--- src/rtl/mshr_pkg.sv ---
// Shared MSHR definitions: per-entry lifecycle encoding and default entry count.
package mshr_pkg;

   typedef enum logic [1:0] {
      FREE = 2'b00,
      RSVD = 2'b01,
      BUSY = 2'b10
   } mshr_entry_state_e;

   localparam int MSHR_ENTRY_NUM = 32;

endpackage

--- src/rtl/mshr_entry_fsm.sv ---
// Lifecycle state of a single MSHR entry. Any event that does not match the
// current state is flagged and the entry holds its state.
module mshr_entry_fsm
   import mshr_pkg::*;
(
   input  logic              clk,
   input  logic              rst_n,
   input  logic              rsv_hit,
   input  logic              alloc_hit,
   input  logic              rel_hit,
   output mshr_entry_state_e state,
   output logic              illegal
);

   mshr_entry_state_e state_q;
   mshr_entry_state_e state_d;

   always_comb begin
      illegal = (rsv_hit   && (state_q != FREE)) ||
                (alloc_hit && (state_q != RSVD)) ||
                (rel_hit   && (state_q != BUSY));
      state_d = state_q;
      // The three legal events need mutually exclusive states, so at most one applies.
      if (!illegal) begin
         if (rsv_hit)        state_d = RSVD;
         else if (alloc_hit) state_d = BUSY;
         else if (rel_hit)   state_d = FREE;
      end
   end

   always_ff @(posedge clk or negedge rst_n) begin
      if (!rst_n) state_q <= FREE;
      else        state_q <= state_d;
   end

   assign state = state_q;

endmodule

--- src/rtl/mshr_entry_tracker.sv ---
// Tracks FREE/RSVD/BUSY for every MSHR entry, exports the free vector to the
// pre-allocator, keeps a free-entry count and a sticky protocol-error flag.
module mshr_entry_tracker
   import mshr_pkg::*;
#(
   parameter int ENTRY_NUM      = MSHR_ENTRY_NUM,
   parameter int ENTRY_ID_WIDTH = $clog2(ENTRY_NUM)
) (
   input  logic                      clk,
   input  logic                      rst_n,
   output logic [ENTRY_NUM-1:0]      free_vld,
   input  logic [ENTRY_NUM-1:0]      rsv_oh,
   input  logic                      alloc_vld_0,
   input  logic [ENTRY_ID_WIDTH-1:0] alloc_idx_0,
   input  logic                      alloc_vld_1,
   input  logic [ENTRY_ID_WIDTH-1:0] alloc_idx_1,
   input  logic                      rel_vld,
   input  logic [ENTRY_ID_WIDTH-1:0] rel_idx,
   output logic [ENTRY_NUM-1:0]      busy_vec,
   output logic [ENTRY_ID_WIDTH:0]   free_cnt,
   output logic                      no_free,
   output logic                      err
);

   localparam int CNT_W = ENTRY_ID_WIDTH + 1;
   localparam logic [ENTRY_NUM-1:0] ONE = ENTRY_NUM'(1);

   logic [ENTRY_NUM-1:0] alloc_oh_0, alloc_oh_1, rel_oh;
   logic [ENTRY_NUM-1:0] rsv_hit, alloc_hit, entry_ill, rsv_ok, rel_ok;
   logic                 alloc_dup, rsv_over, idx_oob;
   logic [CNT_W-1:0]     rsv_raw_n, rsv_ok_n;
   logic [CNT_W-1:0]     free_cnt_q, free_cnt_d;
   logic                 err_q, err_d;
   mshr_entry_state_e    state_w [ENTRY_NUM];

   // Shifting past the vector width yields zero, so out-of-range indices hit nothing.
   assign alloc_oh_0 = alloc_vld_0 ? (ONE << alloc_idx_0) : '0;
   assign alloc_oh_1 = alloc_vld_1 ? (ONE << alloc_idx_1) : '0;
   assign rel_oh     = rel_vld     ? (ONE << rel_idx)     : '0;
   assign alloc_dup  = alloc_vld_0 && alloc_vld_1 && (alloc_idx_0 == alloc_idx_1);

   always_comb begin
      rsv_raw_n = '0;
      for (int i = 0; i < ENTRY_NUM; i++) rsv_raw_n += CNT_W'(rsv_oh[i]);
   end
   assign rsv_over = rsv_raw_n > CNT_W'(2);

   // Globally malformed requests are dropped entirely so no entry moves on them.
   assign rsv_hit   = rsv_over  ? '0 : rsv_oh;
   assign alloc_hit = alloc_dup ? '0 : (alloc_oh_0 | alloc_oh_1);

   generate
      if ((1 << ENTRY_ID_WIDTH) > ENTRY_NUM) begin : g_oob
         assign idx_oob = (alloc_vld_0 && (alloc_idx_0 >= ENTRY_ID_WIDTH'(ENTRY_NUM))) ||
                          (alloc_vld_1 && (alloc_idx_1 >= ENTRY_ID_WIDTH'(ENTRY_NUM))) ||
                          (rel_vld     && (rel_idx     >= ENTRY_ID_WIDTH'(ENTRY_NUM)));
      end else begin : g_no_oob
         assign idx_oob = 1'b0;
      end
   endgenerate

   genvar gi;
   generate
      for (gi = 0; gi < ENTRY_NUM; gi++) begin : g_entry
         mshr_entry_fsm u_fsm (
            .clk       (clk),
            .rst_n     (rst_n),
            .rsv_hit   (rsv_hit[gi]),
            .alloc_hit (alloc_hit[gi]),
            .rel_hit   (rel_oh[gi]),
            .state     (state_w[gi]),
            .illegal   (entry_ill[gi])
         );
         assign free_vld[gi] = (state_w[gi] == FREE);
         assign busy_vec[gi] = (state_w[gi] == BUSY);
         assign rsv_ok[gi]   = rsv_hit[gi] & ~entry_ill[gi];
         assign rel_ok[gi]   = rel_oh[gi]  & ~entry_ill[gi];
      end
   endgenerate

   always_comb begin
      rsv_ok_n = '0;
      for (int i = 0; i < ENTRY_NUM; i++) rsv_ok_n += CNT_W'(rsv_ok[i]);
   end

   assign free_cnt_d = free_cnt_q - rsv_ok_n + CNT_W'(|rel_ok);
   assign err_d      = err_q | (|entry_ill) | alloc_dup | rsv_over | idx_oob;

   always_ff @(posedge clk or negedge rst_n) begin
      if (!rst_n) begin
         free_cnt_q <= CNT_W'(ENTRY_NUM);
         err_q      <= 1'b0;
      end else begin
         free_cnt_q <= free_cnt_d;
         err_q      <= err_d;
      end
   end

   assign free_cnt = free_cnt_q;
   assign no_free  = (free_cnt_q == '0);
   assign err      = err_q;

endmodule

--- config.mk ---
export PLATFORM = sky130hd
export DESIGN_NAME = mshr_entry_tracker
export DESIGN_NICKNAME = d
export VERILOG_FILES = /design/src/rtl/mshr_pkg.sv /design/src/rtl/mshr_entry_fsm.sv /design/src/rtl/mshr_entry_tracker.sv
export SDC_FILE = /design/constraint.sdc
export NUM_CORES = 1
export LEC_CHECK = 0
export CELL_PAD_IN_SITES_DETAIL_PLACEMENT = 1
export CELL_PAD_IN_SITES_GLOBAL_PLACEMENT = 1
export CORE_ASPECT_RATIO = 0.75
export CORE_UTILIZATION = 45
export DETAILED_ROUTE_END_ITERATION = 6
export HOLD_SLACK_MARGIN = 0.1
export PLACE_DENSITY_LB_ADDON = 0.1
export SLEW_MARGIN = 0
export SYNTH_ARGS = -nofsm -noshare
export SYNTH_HDL_FRONTEND = slang
export SYNTH_HIERARCHICAL = 1
export SYNTH_SLANG_ARGS = --single-unit
--- constraint.sdc ---
create_clock -name clk -period 14.01 [get_ports clk]
set_input_delay 2.802 -clock clk [delete_from_list [all_inputs] [get_ports clk]]
set_output_delay 2.802 -clock clk [all_outputs]
set_load 0.1 [all_outputs]
# Yosys cells after proc, flatten, opt, wreduce, memory -nomap -nowiden
# Index checks and enable logic that the tools add are counted.
[word_totals]
register_bits = 71
out_inout_bits = 72
[op_classes]
add_sub_neg = 64
n_lt_le_gt_ge = 1
eq_ne = 97
shifts = 3
muxes = 101
n_bitwise = 100
reduce_logical = 293
[op_table]
columns = ["operator", "n"]
rows = [
  ["6-bit by 1-bit adder with 6-bit output", 53],
  ["2-bit two-way mux", 96],
  ["32-bit two-way mux", 5],
  ["1-bit logical AND", 98],
  ["3-bit nonzero test", 32],
  ["1-bit by 5-bit left shift with 32-bit output (first input constant)", 3],
  ["1-bit bitwise AND", 64],
  ["2-bit == test (second input constant)", 32],
  ["2-bit logical NOT", 32],
  ["1-bit logical OR", 64],
  ["2-bit by 1-bit inequality test with 1-bit output (second input constant)", 32],
  ["2-bit inequality test (second input constant)", 32],
  ["2-bit AND reduction", 32],
  ["2-bit nonzero test", 32],
  ["32-bit OR reduction", 2],
  ["1-bit NOT", 32],
  ["32-bit OR", 1],
  ["5-bit by 1-bit adder with 6-bit output", 2],
  ["4-bit by 1-bit adder with 5-bit output", 2],
  ["3-bit by 1-bit adder with 4-bit output", 2],
  ["2-bit by 1-bit adder with 3-bit output", 2],
  ["6-bit by 2-bit greater-than comparator with 1-bit output (second input constant)", 1],
  ["6-bit logical NOT", 1],
  ["6-bit subtractor", 1],
  ["other kinds (3)", 6],
]

# Depth between registers and ports, before layout
[logic_depth]
depth_word = 71
depth_mapped = 37
depth_no_buf = 35

# Modules after synthesis
# The synthesis kept the hierarchy.
[modules_own_cells]
columns = ["module", "instances", "cells_per_inst", "area_each_um2", "seq_area_each_um2"]
rows = [
  ["mshr_entry_fsm", 32, 15, 141.4, 50.0],
  ["mshr_entry_tracker", 1, 567, 4169.0, 176.4],
]

# Worst setup path before layout
# No wires, ideal clock.
[synth_path]
path_kind = "input port to flip-flop"
startpoint = "input rsv_oh[23]"
endpoint = "register free_cnt_q[5], in the netlist free_cnt[5]"
t_arrival_ps = 12185
path_slack_ps = 1750
cell_stages = 33
cell_sequence = "inv_1 fa_1 fa_1 fa_1 fa_1 fa_1 fa_1 inv_1 ha_1 fa_1 o21a_1 a211o_1 buf_6 buf_2 nor2_1 mux2i_1 a211oi_1 nor3_1 fa_1 ha_1 inv_1 fa_1 inv_1 fa_1 fa_1 fa_1 inv_1 fa_1 fa_1 ha_1 a21o_1 a21oi_1 xnor2_1"
[synth_lines]
columns = ["element", "line", "text"]
rows = [
  ["start: declaration", "mshr_entry_tracker.sv:12", "input logic [ENTRY_NUM-1:0] rsv_oh,"],
  ["6-bit by 1-bit adder with 6-bit output * (9 in series)", "mshr_entry_tracker.sv:44", "for (int i = 0; i < ENTRY_NUM; i++) rsv_raw_n += CNT_W'(rsv_oh[i]);"],
  ["6-bit by 2-bit greater-than comparator with 1-bit output *", "mshr_entry_tracker.sv:46", "assign rsv_over = rsv_raw_n > CNT_W'(2);"],
  ["32-bit two-way mux *", "mshr_entry_tracker.sv:49", "assign rsv_hit = rsv_over ? '0 : rsv_oh;"],
  ["named net rsv_hit[9]", "mshr_entry_tracker.sv:29", "logic [ENTRY_NUM-1:0] rsv_hit, alloc_hit, entry_ill, rsv_ok, rel_ok;"],
  ["1-bit logical AND *", "mshr_entry_fsm.sv:19", "illegal = (rsv_hit && (state_q != FREE)) ||"],
  ["1-bit logical OR *", "mshr_entry_fsm.sv:19", ""],
  ["1-bit logical OR *", "mshr_entry_fsm.sv:20", "(alloc_hit && (state_q != RSVD)) ||"],
  ["named net entry_ill[9]", "mshr_entry_tracker.sv:29", ""],
  ["1-bit NOT (no line) *", "-", ""],
  ["1-bit bitwise AND", "mshr_entry_tracker.sv:76", "assign rsv_ok[gi] = rsv_hit[gi] & ~entry_ill[gi];"],
  ["6-bit by 1-bit adder with 6-bit output (23 in series)", "mshr_entry_tracker.sv:83", "for (int i = 0; i < ENTRY_NUM; i++) rsv_ok_n += CNT_W'(rsv_ok[i]);"],
  ["6-bit subtractor", "mshr_entry_tracker.sv:86", "assign free_cnt_d = free_cnt_q - rsv_ok_n + CNT_W'(|rel_ok);"],
  ["6-bit by 1-bit adder with 6-bit output *", "mshr_entry_tracker.sv:86", ""],
  ["named net free_cnt_d[5]", "mshr_entry_tracker.sv:32", "logic [CNT_W-1:0] free_cnt_q, free_cnt_d;"],
  ["end signal: assignment", "mshr_entry_tracker.sv:91", "free_cnt_q <= CNT_W'(ENTRY_NUM);"],
  ["end signal: assignment", "mshr_entry_tracker.sv:94", "free_cnt_q <= free_cnt_d;"],
  ["end: declaration", "mshr_entry_tracker.sv:32", ""],
]
# Mark *: on every way through the listed nets, which the timed path passes. The rest lies on a longest branch.
# A chain may end at the register's enable or synchronous reset.

# Worst setup path in the final report
[layout_path]
startpoint = "input rsv_oh[27]"
endpoint = "register free_cnt_q[5], in the netlist free_cnt[5]"
[layout_lines]
columns = ["element", "line"]
rows = [
  ["6-bit by 1-bit adder with 6-bit output * (5 in series)", "mshr_entry_tracker.sv:44"],
  ["6-bit by 2-bit greater-than comparator with 1-bit output *", "mshr_entry_tracker.sv:46"],
  ["32-bit two-way mux *", "mshr_entry_tracker.sv:49"],
  ["named net rsv_hit[3]", "mshr_entry_tracker.sv:29"],
  ["1-bit logical AND *", "mshr_entry_fsm.sv:19"],
  ["1-bit logical OR *", "mshr_entry_fsm.sv:19"],
  ["1-bit logical OR *", "mshr_entry_fsm.sv:20"],
  ["named net entry_ill[3]", "mshr_entry_tracker.sv:29"],
  ["1-bit NOT (no line) *", "-"],
  ["1-bit bitwise AND", "mshr_entry_tracker.sv:76"],
  ["3-bit by 1-bit adder with 4-bit output", "mshr_entry_tracker.sv:83"],
  ["4-bit by 1-bit adder with 5-bit output", "mshr_entry_tracker.sv:83"],
  ["5-bit by 1-bit adder with 6-bit output", "mshr_entry_tracker.sv:83"],
  ["6-bit by 1-bit adder with 6-bit output (26 in series)", "mshr_entry_tracker.sv:83"],
  ["6-bit subtractor", "mshr_entry_tracker.sv:86"],
  ["6-bit by 1-bit adder with 6-bit output *", "mshr_entry_tracker.sv:86"],
  ["named net free_cnt_d[5]", "mshr_entry_tracker.sv:32"],
]
# Marks and branches as above.

==> insert_results.sql <==
INSERT INTO impl_metrics (metric_group, metric, value, unit) VALUES
('run_status', 'outcome', 'complete, no violations', ''),
('detailed_routing', 'first_pass_iters', '5', ''),
('clock_network', 'clk_transition_reported_paths', '60', 'ps'),
('critical_path', 'r2r_setup_slack', '7910', 'ps'),
('critical_path', 'reg2reg_to', 'free_cnt[5]', ''),
('critical_path', 'cpMaxStageDelayCell', 'sky130_fd_sc_hd__a211oi_1', ''),
('critical_path', 'critPathMostFrequentCell', 'sky130_fd_sc_hd__fa_1', ''),
('yosys', 'ys_async_sr_fraction', '1.00', ''),
('detailed_routing', 'viasPerCell', '6.24', ''),
('critical_path', 'worst-path-buf-inv', '7', ''),
('critical_path', 'setup.worst_path.end_class', 'flip-flop', ''),
('critical_path', 'timing.critical_path.from', 'rsv_oh[27]', ''),
('clock_network', 'htreeDepth', '3', ''),
('layout', 'final_layout_size_suffix_gt1_frac', '0.0281', ''),
('detailed_routing', 'post-route-drc-count', '0', ''),
('clock_network', 'max-clock-path-buffers', '2', ''),
('critical_path', 'critical_path.max_stage_delay', '640', 'ps'),
('sta', 'setup-violations-final', '0', ''),
('yosys', 'yosys.area_share.adder', '0.177', ''),
('critical_path', 'critical_register_to_register_path_startpoint', 'g_entry[2].u_fsm/state[1]', ''),
('yosys', 'post_synth_edffs', '0', ''),
('floorplanning', 'die_x_extent', '162', 'um'),
('sta', 'worst_slew_margin_rel', '0.328', ''),
('layout', 'n_antenna_cell', '0', ''),
('sta', 'clock-skew-final', '9.48', 'ps'),
('global_routing', 'largest_net_degree_at_the_start_of_global_routing', '72', ''),
('critical_path', 'timing.critical_path.arrival', '13620', 'ps'),
('detailed_routing', 'antenna_violating_nets_post_route', '0', ''),
('yosys', 'synthesis.yosys.warnings', '6', ''),
('clock_network', 'root_buffer', 'sky130_fd_sc_hd__clkbuf_16', ''),
('global_routing', 'first_global_vias', '8639', ''),
('yosys', 'syn_avg_cell_area', '8.30', 'um2'),
('floorplanning', 'design.die.area', '19900', 'um2'),
('yosys', 'synthesized_area_fraction_occupied_by_ao_oa_aoi_and_oai_cells', '0.161', ''),
('floorplanning', 'die_height', '122', 'um'),
('yosys', 'syn-cell-area', '8690', 'um2'),
('yosys', 'postSynth.topFlopCell', 'sky130_fd_sc_hd__dfrtp_1', ''),
('critical_path', 'timing.critical_path.depth', '33', ''),
('clock_network', 'cts.sink_count', '71', ''),
('sta', 'final-hold-violation-count', '0', ''),
('sta', 'timing_worst_slew_pin_value', '1010', 'ps'),
('layout', 'area_growth', '20.9', '%'),
('sta', 'fin_crit', '13340', 'ps'),
('sta', 'finalSetupTns', '0', 'ps'),
('floorplanning', 'coreArea', '18700', 'um2'),
('place', 'numPortBuffers', '123', ''),
('clock_network', 'cts_tree', 'done', ''),
('clock_network', 'worst_skew_pair.late_latency', '360', 'ps'),
('yosys', 'netlist-cell-type-count', '52', ''),
('layout', 'finalNetCount', '1311', ''),
('global_routing', 'grt_pass1_wl', '47600', 'um'),
('detailed_routing', 'route.vias.total', '8861', ''),
('critical_path', 'crit_type', 'input port to flip-flop', ''),
('yosys', 'synth_simple_gate_area_frac', '0.332', ''),
('place', 'dp_hpwl', '23600', 'um'),
('yosys', 'synthXorXnorAreaFrac', '0.0101', ''),
('sta', 'rsz_0062_raised_after_global_routing', 'no', ''),
('detailed_routing', 'wl', '30100', 'um'),
('critical_path', 'worstRegToRegCells', '18', ''),
('yosys', 'synth-seq-area-share', '0.205', ''),
('global_routing', 'grt_util_all_layers', '0.310', ''),
('yosys', 'syn_nets', '1190', ''),
('critical_path', 'worstPathRequired', '14290', 'ps'),
('detailed_routing', 'drt-initial-drc-count', '800', ''),
('yosys', 'synthMuxAreaShare', '0.0499', ''),
('place', 'gp_congestion', '0.892', ''),
('sta', 'period_share', '0.952', ''),
('sta', 'fmax', '0.0749', 'GHz'),
('place', 'placed_cells_incl_taps', '1404', ''),
('floorplanning', 'initial_core_util', '0.464', ''),
('floorplanning', 'design.portCount', '124', '');
[logic make-up after synthesis]
group,after synthesis
AND/OR/NAND/NOR,506
AO/OA/AOI/OAI,180
buffers and inverters,147
adder cells (fa/ha/maj),91
flip-flops,71
multiplexers,42
XOR/XNOR,10
[per-layer routing]
layer / track usage / wire length [um] / up-vias
li1: - / - / 4039
met5: 0 / 0 / -
met3: 0.0649 / 2140 / 51
met4: 0.0884 / 639 / 0
met1: 0.445 / 14200 / 4463
met2: 0.469 / 13200 / 308
[worst reg2reg max path, cell delays in order (launching register included)]
cell and delay, ps:
sky130_fd_sc_hd__dfrtp_1 460, sky130_fd_sc_hd__nor4b_1 190, sky130_fd_sc_hd__a211oi_1 700, sky130_fd_sc_hd__nor3b_1 160
sky130_fd_sc_hd__fa_1 540, sky130_fd_sc_hd__inv_1 40, sky130_fd_sc_hd__ha_1 200, sky130_fd_sc_hd__fa_1 520
sky130_fd_sc_hd__inv_1 50, sky130_fd_sc_hd__fa_1 460, sky130_fd_sc_hd__fa_1 420, sky130_fd_sc_hd__fa_1 520
sky130_fd_sc_hd__inv_1 60, sky130_fd_sc_hd__fa_1 400, sky130_fd_sc_hd__fa_1 510, sky130_fd_sc_hd__ha_1 290
sky130_fd_sc_hd__a21o_1 160, sky130_fd_sc_hd__a21oi_1 190, sky130_fd_sc_hd__xnor2_1 150
[flip-flops by register name, summed over array words and instances (netlist names)]
name                 flops
err                      1
free_cnt                 6
g_entry.u_fsm/state     64
[worst min-delay path by stage]
stage	to	slack, ps	startpoint	depth (start not counted)
2_1_floorplan	g_entry[0].u_fsm/state[1]	570	g_entry[0].u_fsm/state[1]	2
3_3_place_gp	g_entry[27].u_fsm/state[1]	610	g_entry[27].u_fsm/state[1]	2
3_5_place_dp	g_entry[13].u_fsm/state[1]	620	g_entry[13].u_fsm/state[1]	2
4_1_cts	g_entry[7].u_fsm/state[1]	640	g_entry[7].u_fsm/state[1]	2
5_1_grt	g_entry[20].u_fsm/state[1]	670	g_entry[20].u_fsm/state[1]	2
6_report	g_entry[13].u_fsm/state[1]	620	g_entry[13].u_fsm/state[1]	2
[synth_stat cells, types with 2 or more instances]
cell type | number | area [um2]
sky130_fd_sc_hd__nand2b_1 | 8 | 50.1
sky130_fd_sc_hd__or3b_1 | 32 | 280
sky130_fd_sc_hd__fa_1 | 53 | 1060
sky130_fd_sc_hd__nor2b_1 | 44 | 275
sky130_fd_sc_hd__nand3_1 | 4 | 20.0
sky130_fd_sc_hd__nand2_1 | 10 | 37.5
sky130_fd_sc_hd__clkbuf_1 | 12 | 45.0
sky130_fd_sc_hd__and3_1 | 2 | 12.5
sky130_fd_sc_hd__inv_1 | 123 | 462
sky130_fd_sc_hd__buf_2 | 9 | 45.0
sky130_fd_sc_hd__a2bb2oi_1 | 32 | 280
sky130_fd_sc_hd__a32oi_1 | 12 | 105
sky130_fd_sc_hd__nand4_1 | 9 | 56.3
sky130_fd_sc_hd__and2_1 | 13 | 81.3
sky130_fd_sc_hd__nand3b_1 | 5 | 37.5
sky130_fd_sc_hd__a21oi_1 | 5 | 25.0
sky130_fd_sc_hd__buf_6 | 2 | 22.5
sky130_fd_sc_hd__a21o_1 | 2 | 15.0
sky130_fd_sc_hd__ha_1 | 38 | 475
sky130_fd_sc_hd__nor3_1 | 56 | 280
sky130_fd_sc_hd__a22oi_1 | 18 | 135
sky130_fd_sc_hd__a211oi_1 | 65 | 488
sky130_fd_sc_hd__a31oi_1 | 2 | 12.5
sky130_fd_sc_hd__o31ai_1 | 32 | 240
sky130_fd_sc_hd__or3_1 | 13 | 81.3
sky130_fd_sc_hd__mux2i_1 | 40 | 400
sky130_fd_sc_hd__xnor2_1 | 9 | 78.8
sky130_fd_sc_hd__nor4_1 | 8 | 50.1
sky130_fd_sc_hd__nor4b_1 | 64 | 561
sky130_fd_sc_hd__nor2_1 | 195 | 732
sky130_fd_sc_hd__o21ai_0 | 2 | 10.0
sky130_fd_sc_hd__nor3b_1 | 37 | 278
sky130_fd_sc_hd__dfrtp_1 | 70 | 1750
sky130_fd_sc_hd__a41oi_1 | 2 | 17.5
sky130_fd_sc_hd__a2111oi_0 | 2 | 17.5
[cell type report]
class                           count  area [um2]
Tap cell                          247         309
Fill cell                        2240        8210
Timing Repair Buffer              134        1320
Multi-Input combinational cell    829        6340
Sequential cell                    71        1780
Inverter                          123         462
Clock inverter                      5        57.6
Clock buffer                       11         243
[layout by cell type, fill, tap and decap left out, types with 38 or more instances in the layout]
master / Yosys / layout
sky130_fd_sc_hd__nor2b_1: 44 / 44
sky130_fd_sc_hd__inv_1: 123 / 123
sky130_fd_sc_hd__fa_1: 53 / 53
sky130_fd_sc_hd__nor4b_1: 64 / 64
sky130_fd_sc_hd__nor3_1: 56 / 56
sky130_fd_sc_hd__ha_1: 38 / 38
sky130_fd_sc_hd__clkdlybuf4s50_1: 0 / 122
sky130_fd_sc_hd__a211oi_1: 65 / 65
sky130_fd_sc_hd__mux2i_1: 40 / 40
sky130_fd_sc_hd__dfrtp_1: 70 / 70
sky130_fd_sc_hd__nor2_1: 195 / 194
[metrics by stage]
step	utilization	worst slack (ps)	cell area (um2)
final	0.561	666	10500
after global routing	0.561	250	10500
after CTS	0.561	737	10500
after detailed placement	0.545	398	10200
after global placement	0.545	734	10200
after floorplan	-	1750	8690
Power is not shown: default switching activity piles up to over one toggle a cycle in this logic, so the estimate is an artifact.
